### src/rtl/ddr_rd_pkg.sv
// Shared types and widths for the DDR read-back streamer.
package ddr_rd_pkg;

    localparam int unsigned ADDR_W = 32;
    localparam int unsigned SIZE_W = 24;
    localparam int unsigned WCNT_W = 26;
    localparam int unsigned WPTR_W = ADDR_W - 2;

    typedef enum logic [1:0] {
        S_IDLE,
        S_ISSUE,
        S_ARWAIT,
        S_DRAIN
    } ar_state_e;

    // Number of 32-bit words touched by a non-empty byte range starting at byte offset ofs.
    function automatic logic [WCNT_W-1:0] span_words(input logic [1:0]        ofs,
                                                     input logic [SIZE_W-1:0] size);
        return ((WCNT_W'(ofs) + WCNT_W'(size) - WCNT_W'(1)) >> 2) + WCNT_W'(1);
    endfunction

endpackage

### src/rtl/ddr_rd_streamer_sfifo_fwft.sv
// First-word-fall-through synchronous FIFO; a word pushed in cycle N is at the head in N+1.
module sfifo_fwft #(
    parameter int unsigned WIDTH = 32,
    parameter int unsigned DEPTH = 32
) (
    input  logic                         clk,
    input  logic                         rst,
    input  logic                         push_i,
    input  logic [WIDTH-1:0]             wdata_i,
    input  logic                         pop_i,
    output logic [WIDTH-1:0]             head_c_o,
    output logic [$clog2(DEPTH+1)-1:0]   count_o
);

    localparam int unsigned PTR_W = (DEPTH > 1) ? $clog2(DEPTH) : 1;
    localparam int unsigned CNT_W = $clog2(DEPTH + 1);

    logic [WIDTH-1:0] mem_q [DEPTH];
    logic [PTR_W-1:0] wr_ptr_q, wr_ptr_d;
    logic [PTR_W-1:0] rd_ptr_q, rd_ptr_d;
    logic [CNT_W-1:0] count_q, count_d;

    function automatic logic [PTR_W-1:0] ptr_inc(input logic [PTR_W-1:0] p);
        return (p == PTR_W'(DEPTH - 1)) ? '0 : p + PTR_W'(1);
    endfunction

    always_comb begin
        wr_ptr_d = push_i ? ptr_inc(wr_ptr_q) : wr_ptr_q;
        rd_ptr_d = pop_i  ? ptr_inc(rd_ptr_q) : rd_ptr_q;
        count_d  = count_q + CNT_W'(push_i) - CNT_W'(pop_i);
    end

    always_ff @(posedge clk) begin
        if (push_i) begin
            mem_q[wr_ptr_q] <= wdata_i;
        end
    end

    always_ff @(posedge clk or posedge rst) begin
        if (rst) begin
            wr_ptr_q <= '0;
            rd_ptr_q <= '0;
            count_q  <= '0;
        end else begin
            wr_ptr_q <= wr_ptr_d;
            rd_ptr_q <= rd_ptr_d;
            count_q  <= count_d;
        end
    end

    assign head_c_o = mem_q[rd_ptr_q];
    assign count_o  = count_q;

endmodule

### src/rtl/ddr_rd_streamer.sv
// Reads a byte range from DDR with credit-limited AXI4 INCR bursts and streams
// exactly the requested bytes, LSB first, to the UART transmitter.
module ddr_rd_streamer
    import ddr_rd_pkg::*;
#(
    parameter int unsigned BURST_MAX  = 16,
    parameter int unsigned FIFO_DEPTH = 32
) (
    input  logic              clk,
    input  logic              rst,
    input  logic              cmd_valid,
    output logic              cmd_ready,
    input  logic [ADDR_W-1:0] cmd_addr,
    input  logic [SIZE_W-1:0] cmd_size,
    output logic [31:0]       axi4_araddr,
    output logic [7:0]        axi4_arlen,
    output logic              axi4_arvalid,
    input  logic              axi4_arready,
    input  logic [31:0]       axi4_rdata,
    input  logic [1:0]        axi4_rresp,
    input  logic              axi4_rlast,
    input  logic              axi4_rvalid,
    output logic              axi4_rready,
    output logic [7:0]        tx_byte,
    output logic              tx_req,
    input  logic              tx_idle,
    output logic              busy,
    output logic              done,
    output logic              rd_err
);

    localparam int unsigned BEAT_W = $clog2(BURST_MAX) + 1;
    localparam int unsigned CNT_W  = $clog2(FIFO_DEPTH + 1);

    ar_state_e         state_q, state_d;
    logic [WPTR_W-1:0] wptr_q, wptr_d;
    logic [WCNT_W-1:0] words_left_q, words_left_d;
    logic [BEAT_W-1:0] beats_q, beats_d;
    logic [CNT_W-1:0]  reserved_q, reserved_d;
    logic [SIZE_W-1:0] bytes_left_q, bytes_left_d;
    logic [1:0]        bsel_q, bsel_d;
    logic              cmd_ready_q, cmd_ready_d;
    logic              arvalid_q, arvalid_d;
    logic [31:0]       araddr_q, araddr_d;
    logic [7:0]        arlen_q, arlen_d;
    logic              rready_q;
    logic              tx_req_q, tx_req_d;
    logic [7:0]        tx_byte_q, tx_byte_d;
    logic              busy_q, busy_d;
    logic              done_q, done_d;
    logic              rd_err_q, rd_err_d;

    logic              accept, issue, ar_hs, credit_ok, drain_ok;
    logic [WCNT_W-1:0] cmd_words, iss_words, to_bound;
    logic [WPTR_W-1:0] iss_wptr;
    logic [BEAT_W-1:0] beats_c;
    logic              fifo_push, fifo_pop, tx_fire;
    logic [31:0]       fifo_head;
    logic [CNT_W-1:0]  fifo_count;

    assign accept    = cmd_valid && cmd_ready_q;
    assign ar_hs     = arvalid_q && axi4_arready;
    assign cmd_words = span_words(cmd_addr[1:0], cmd_size);
    assign drain_ok  = (bytes_left_q == '0) && !tx_req_q;

    // The first burst is sized from the command itself so AR goes out the cycle after accept.
    assign iss_wptr  = (state_q == S_IDLE) ? cmd_addr[ADDR_W-1:2] : wptr_q;
    assign iss_words = (state_q == S_IDLE) ? cmd_words : words_left_q;
    assign to_bound  = WCNT_W'(BURST_MAX) - WCNT_W'(iss_wptr % WPTR_W'(BURST_MAX));
    assign beats_c   = (iss_words < to_bound) ? BEAT_W'(iss_words) : BEAT_W'(to_bound);
    assign credit_ok = (32'(reserved_q) + 32'(beats_c)) <= 32'(FIFO_DEPTH);
    assign issue     = ((state_q == S_IDLE) && accept && (cmd_size != '0)) ||
                       ((state_q == S_ISSUE) && credit_ok);

    assign fifo_push = axi4_rvalid && rready_q;
    assign tx_fire   = (fifo_count != '0) && tx_idle && !tx_req_q && (bytes_left_q != '0);
    assign fifo_pop  = tx_fire && ((bsel_q == 2'd3) || (bytes_left_q == SIZE_W'(1)));

    sfifo_fwft #(
        .WIDTH (32),
        .DEPTH (FIFO_DEPTH)
    ) u_fifo (
        .clk      (clk),
        .rst      (rst),
        .push_i   (fifo_push),
        .wdata_i  (axi4_rdata),
        .pop_i    (fifo_pop),
        .head_c_o (fifo_head),
        .count_o  (fifo_count)
    );

    always_ff @(posedge clk or posedge rst) begin
        if (rst) begin
            state_q <= S_IDLE;
        end else begin
            state_q <= state_d;
        end
    end

    always_comb begin
        state_d = state_q;
        case (state_q)
            S_IDLE:   if (issue) state_d = S_ARWAIT;
            S_ISSUE:  if (credit_ok) state_d = S_ARWAIT;
            S_ARWAIT: if (ar_hs) state_d = (words_left_q != WCNT_W'(beats_q)) ? S_ISSUE : S_DRAIN;
            S_DRAIN:  if (drain_ok) state_d = S_IDLE;
            default:  state_d = S_IDLE;
        endcase
    end

    always_comb begin
        arvalid_d = arvalid_q;
        araddr_d  = araddr_q;
        arlen_d   = arlen_q;
        done_d    = 1'b0;
        case (state_q)
            S_IDLE:   if (accept && (cmd_size == '0)) done_d = 1'b1;
            S_ARWAIT: if (axi4_arready) arvalid_d = 1'b0;
            S_DRAIN:  if (drain_ok) done_d = 1'b1;
            default:  ;
        endcase
        if (issue) begin
            arvalid_d = 1'b1;
            araddr_d  = {iss_wptr, 2'b00};
            arlen_d   = 8'(beats_c - BEAT_W'(1));
        end
        cmd_ready_d = (state_d == S_IDLE);
        busy_d      = (state_d != S_IDLE);
    end

    // Word/credit bookkeeping and the byte serializer.
    always_comb begin
        wptr_d       = wptr_q;
        words_left_d = words_left_q;
        beats_d      = beats_q;
        reserved_d   = reserved_q;
        bytes_left_d = bytes_left_q;
        bsel_d       = bsel_q;
        tx_req_d     = tx_req_q;
        tx_byte_d    = tx_byte_q;
        rd_err_d     = rd_err_q;
        if (accept) begin
            wptr_d       = cmd_addr[ADDR_W-1:2];
            words_left_d = cmd_words;
            bytes_left_d = cmd_size;
            bsel_d       = cmd_addr[1:0];
            rd_err_d     = 1'b0;
        end
        if (issue) begin
            beats_d = beats_c;
        end
        if (ar_hs) begin
            wptr_d       = wptr_q + WPTR_W'(beats_q);
            words_left_d = words_left_q - WCNT_W'(beats_q);
            reserved_d   = reserved_q + CNT_W'(beats_q);
        end
        if (fifo_pop) begin
            reserved_d = reserved_d - CNT_W'(1);
        end
        if (tx_req_q && !tx_idle) begin
            tx_req_d = 1'b0;
        end
        if (tx_fire) begin
            tx_byte_d    = fifo_head[{bsel_q, 3'b000} +: 8];
            tx_req_d     = 1'b1;
            bytes_left_d = bytes_left_q - SIZE_W'(1);
            bsel_d       = bsel_q + 2'd1;
        end
        if (fifo_push && (axi4_rresp != 2'b00)) begin
            rd_err_d = 1'b1;
        end
    end

    always_ff @(posedge clk or posedge rst) begin
        if (rst) begin
            wptr_q       <= '0;
            words_left_q <= '0;
            beats_q      <= '0;
            reserved_q   <= '0;
            bytes_left_q <= '0;
            bsel_q       <= '0;
            cmd_ready_q  <= 1'b0;
            arvalid_q    <= 1'b0;
            araddr_q     <= '0;
            arlen_q      <= '0;
            rready_q     <= 1'b0;
            tx_req_q     <= 1'b0;
            tx_byte_q    <= '0;
            busy_q       <= 1'b0;
            done_q       <= 1'b0;
            rd_err_q     <= 1'b0;
        end else begin
            wptr_q       <= wptr_d;
            words_left_q <= words_left_d;
            beats_q      <= beats_d;
            reserved_q   <= reserved_d;
            bytes_left_q <= bytes_left_d;
            bsel_q       <= bsel_d;
            cmd_ready_q  <= cmd_ready_d;
            arvalid_q    <= arvalid_d;
            araddr_q     <= araddr_d;
            arlen_q      <= arlen_d;
            rready_q     <= 1'b1;
            tx_req_q     <= tx_req_d;
            tx_byte_q    <= tx_byte_d;
            busy_q       <= busy_d;
            done_q       <= done_d;
            rd_err_q     <= rd_err_d;
        end
    end

    assign cmd_ready    = cmd_ready_q;
    assign axi4_arvalid = arvalid_q;
    assign axi4_araddr  = araddr_q;
    assign axi4_arlen   = arlen_q;
    assign axi4_rready  = rready_q;
    assign tx_req       = tx_req_q;
    assign tx_byte      = tx_byte_q;
    assign busy         = busy_q;
    assign done         = done_q;
    assign rd_err       = rd_err_q;

    // Credit is reserved before AR issue, so neither of these can fire on a legal slave.
    no_overflow_a: assert property (@(posedge clk) disable iff (rst)
        !(fifo_push && !fifo_pop && (fifo_count == CNT_W'(FIFO_DEPTH))));
    rlast_credit_a: assert property (@(posedge clk) disable iff (rst)
        (axi4_rvalid && axi4_rlast) |-> (reserved_q != '0));

endmodule

### config.mk
export PLATFORM = sky130hd
export DESIGN_NAME = ddr_rd_streamer
export DESIGN_NICKNAME = d
export VERILOG_FILES = /design/src/rtl/ddr_rd_pkg.sv /design/src/rtl/ddr_rd_streamer_sfifo_fwft.sv /design/src/rtl/ddr_rd_streamer.sv
export SDC_FILE = /design/constraint.sdc
export NUM_CORES = 2
export LEC_CHECK = 0
export CAP_MARGIN = 5
export CORE_MARGIN = 1.5
export CORE_UTILIZATION = 45
export DETAILED_ROUTE_END_ITERATION = 6
export HOLD_SLACK_MARGIN = 0.15
export PLACE_DENSITY = 0.68
export RECOVER_POWER = 25
export SYNTH_ARGS = -nofsm -noshare
export SYNTH_HDL_FRONTEND = slang
export SYNTH_SLANG_ARGS = --single-unit
export TNS_END_PERCENT = 30
### constraint.sdc
create_clock -name clk -period 6.9 [get_ports clk]
set_input_delay 1.035 -clock clk [delete_from_list [all_inputs] [get_ports clk]]
set_output_delay 1.035 -clock clk [all_outputs]
set_load 0.03 [all_outputs]
==> impl.org <==
** Route
- In the routed design, unresolved DRC markers number 0.
- Number of antenna-violating nets in the routed design :: 0
- Initial DRT Pass Iterations :: 5
- Number of DRC markers after the initial detailed-route iteration :: 2,955
- Routed wirelength normalized by instance count :: 26.0 um
- Routed via count divided by cell count :: 5.90
- Total number of vias :: 28,900
- Wire length after detailed routing :: 128,000 um

** Timing
- Setup violation total in the final timing report :: 0
- For the pin with the worst max-slew slack, the measured transition is 4.40 ns.
- The worst path uses 99.2% of the clock period.
- Final worst setup slack :: 0.0564 ns
- Clock period minus worst slack :: 6.84 ns
- Min Hold Slack :: 0.475 ns
- Max-slew violations :: 92
- Highest clock rate :: 146 MHz
- Between clock sinks in the finished design, the worst skew comes to 0.0825 ns.
- Worst rel slew slack :: -195%
- Hold Vio Cnt, Final :: 0

** Critical path
- Crit. End Element :: flop
- End of the worst register-to-register path :: beats_q[0]
- On the critical path, the stage with the largest delay is an instance of sky130_fd_sc_hd__a221oi_1.
- Measured in cells, the most critical reg-to-reg path has a length of 26.
- Slowest cell delay on critical path :: 0.65 ns
- The startpoint identified for the worst register-to-register timing path is state_q[1].
- STA puts the critical path data required time at 7.44 ns.
- Reg2Reg Setup Slack :: 0.67 ns
- Critical Path Source :: cmd_size[6]
- Max FO, Critical Path :: 7
- The critical path is of the in -> reg type.
- At the worst endpoint, the arrival time is 7.38 ns.
- Worst setup endpoint :: beats_q[0]
- CP Launch Type :: input pin
- The most numerous cell type found on the critical path is sky130_fd_sc_hd__buf_4.

** Power
- Design Power :: 20.0 mW
- Worst vdd ir :: 0.294 mV
- Standby leakage power :: 20.7 nW
- Power per cell area :: 330 nW/um^2

** Cells and area
- Count of fill cells added during filler insertion :: 8,703
- In the final layout, flip-flops and latches occupy 34,800 um^2.
- Area of all placed cells without fillers :: 60,700 um^2
- For this run, the share of the core covered by cells in the final layout is 54.0%.
- Share of post-route cells with drive strength above 1 :: 27.0%
- Summing all multi-input logic gate instances after layout gives 15,900 um^2.
- Post-synthesis to final-layout area growth :: 19.3%
- Final nets :: 3,493

** Logic synthesis
- In this run, synthesis inferred 1,024 flip-flops with an integrated enable.
- Summing every instance area after synthesis gives 50,900 um^2.
- For this run, the register share of the synthesized area comes to 68.4%.
- Post-synthesis instance total :: 2,921
- Dominant cells by area after synthesis :: sky130_fd_sc_hd__edfxtp_1, sky130_fd_sc_hd__mux4_2, sky130_fd_sc_hd__dfrtp_1
- In the synthesized netlist the async set-or-reset flop fraction comes to 13.7%.
- Share of the synthesized area in the top cell type :: 60.4%
- Total of warnings raised by yosys :: 0
- Avg Synthesized Cell Area :: 17.4 um^2
- Of all cell types, the one taking the most synthesized area is sky130_fd_sc_hd__edfxtp_1.
- After synthesis the netlist holds a flip-flop and latch count of 1,186.
- Dominant register cell in the synthesized netlist :: sky130_fd_sc_hd__edfxtp_1
- Number of distinct library cell variants in the gate-level netlist after synthesis :: 89

** Clocking
- Counting along the longest clock path gives a buffer depth of 3.
- Buffers inserted to repair hold after CTS numbered 0.
- The H-tree generated during clock tree synthesis spans 3 levels.
- The tree is rooted in a sky130_fd_sc_hd__clkbuf_16.
- In this run, CTS created clock tree buffers numbering 117.
- Clock Sink Count :: 1,186
- TritonCTS clock tree :: done
- Clock-pin slew was measured on the worst setup and hold paths at 0.06 ns.
- Clk Latency, worst-skew pair :: 0.73 ns

** Place
- Area after DPL :: 55,900 um^2
- The congestion estimate from routability-driven global placement came to 0.894.
- Input and output buffers added on the ports amount to 148.
- The HPWL after detailed placement is 74,800 um.
- Setup WS pre-CTS :: -1.11 ns

** Global routing
- Entering global routing, the biggest net connects 119 pins.
- In the global route stage, overall resource usage came out at 21.9%.
- The number of global-route vias before repair is 28,800.
- The first global-routing pass estimated 188,000 um of wire.
- The total overflow left after global routing is 0.
- Antenna violations before repair :: 6

** Floorplan
- The die is 339 um wide.
- Number of top-level pins :: 152
- Number of placement rows :: 123
- The die covers 115,000 um^2.
- Y dimension of the die :: 339 um
- For this configuration, the core starts out at a cell density of 45.3%.
- The core region is 112,000 um^2.

** Flow run
- Max-Cap Viols :: 1

** Worst hold path
- The tightest min-delay check is of the reg -> reg type.

** Outcome
- Status :: finished with violations
- The final reports fail on capacitance limit, slew limit.
-- per-stage QoR --
step           instances  TNS, ns
2_1_floorplan       2922    -1.72
3_3_place_gp        4666   -43.02
3_5_place_dp        4666   -47.38
4_1_cts             4891        0
5_1_grt             4903    -1.77
6_report            4907        0
-- critical path: cells and delay by family --
family	cells	cell delay (ns)
and+or+nand+nor	7	1.17
buffers and inverters	9	1.28
AOI/OAI and AO/OA	7	1.84
muxes	2	0.59
xor gates and xnor gates	1	0.11
adders and majority gates	4	1.35
-- cells by family (layout without fill, tap and decap cells) --
kind of cell             count (synthesis)  in the layout  synth area share (%)
AO/OA/AOI/OAI                          391            391                  4.89
XOR/XNOR                                65             65                  1.15
adder cells (fa/ha/maj)                 93             93                  2.37
buffers and inverters                  234            714                  1.79
flip-flops                            1186           1186                  68.4
multiplexers                           396            396                  16.1
other                                    2              8                0.0148
AND/OR/NAND/NOR                        554            554                  5.28
-- synthesized netlist by cell type, types with 34 or more instances --
cell	instances
sky130_fd_sc_hd__dfrtp_1	162
sky130_fd_sc_hd__a21oi_1	129
sky130_fd_sc_hd__o21ai_0	91
sky130_fd_sc_hd__buf_1	34
sky130_fd_sc_hd__xnor2_1	40
sky130_fd_sc_hd__mux2i_1	52
sky130_fd_sc_hd__mux4_2	336
sky130_fd_sc_hd__nor2_1	183
sky130_fd_sc_hd__nor3_1	48
sky130_fd_sc_hd__ha_1	86
sky130_fd_sc_hd__clkbuf_1	98
sky130_fd_sc_hd__inv_1	92
sky130_fd_sc_hd__nand2_1	124
sky130_fd_sc_hd__nand3_1	51
sky130_fd_sc_hd__edfxtp_1	1024
-- repair_timing --
action	in CTS	in global routing
gates resized for setup	27	73
pin swaps	21	49
buffers inserted	7	10
cloned	1	2
setup endpoints to repair	46	46
-- metal layers --
metal / wire length, um / vias to the layer above / global-route usage (%)
met4: 2930 / 2 / 5.12
met3: 9470 / 205 / 3.46
met5: 11 / - / 0
li1: - / 12500 / -
met1: 53000 / 15000 / 31.1
met2: 62200 / 1187 / 36.0
-- registers in the layout, indices dropped and copies added (netlist names) --
signal and count:
rd_err 1, cmd_ready 1, axi4_arvalid 1, beats_q 5, u_fifo.rd_ptr_q 5, busy 1, words_left_q 26, axi4_rready 1
reserved_q 6, u_fifo.count_o 6, bsel_q 2, bytes_left_q 24, axi4_araddr 30, u_fifo.mem_q 1024, tx_req 1, tx_byte 8
u_fifo.wr_ptr_q 5, state_q 2, axi4_arlen 6, done 1, wptr_q 30
-- power by group --
part	leakage, nW	internal [mW]	switching, mW
Sequential	11.3	8.04	0.395
Combinational	7.40	2.59	2.33
Clock	1.98	3.95	2.74
-- layout make-up --
class	count	share of cell area (%)
diodes	5	0.0206
clock buffers	145	5.13
clock inverters	72	1.57
inverters	93	0.598
multi-input cells	1502	26.3
flip-flops and latches	1186	57.4
well taps	1500	3.09
repair buffers	404	5.94
-- worst min-delay path by stage --
stage | from | to | depth (start not counted)
CTS | bytes_left_q[21] | bytes_left_q[21] | 2
finish | bytes_left_q[21] | bytes_left_q[21] | 2
global route | bytes_left_q[10] | bytes_left_q[10] | 2
floorplan | bytes_left_q[10] | bytes_left_q[10] | 2
global placement | bytes_left_q[10] | bytes_left_q[10] | 2
detailed placement | bytes_left_q[10] | bytes_left_q[10] | 2
-- layout by cell type, fill, tap and decap left out, drive strengths merged, types with 17 or more instances in the layout --
| master | count |
|---|---|
| a211oi | 22 |
| a21oi | 129 |
| a311oi | 19 |
| buf | 255 |
| bufinv | 20 |
| clkbuf | 148 |
| clkdlybuf4s50 | 116 |
| clkinv | 42 |
| dfrtp | 162 |
| dlygate4sd3 | 21 |
| edfxtp | 1024 |
| ha | 86 |
| inv | 97 |
| mux2i | 54 |
| mux4 | 336 |
| nand2 | 124 |
| nand2b | 17 |
| nand3 | 52 |
| nor2 | 184 |
| nor3 | 48 |
| o21ai | 97 |
| or3 | 20 |
| xnor2 | 41 |
| xor2 | 24 |
Power figures use the tool's default switching activity.
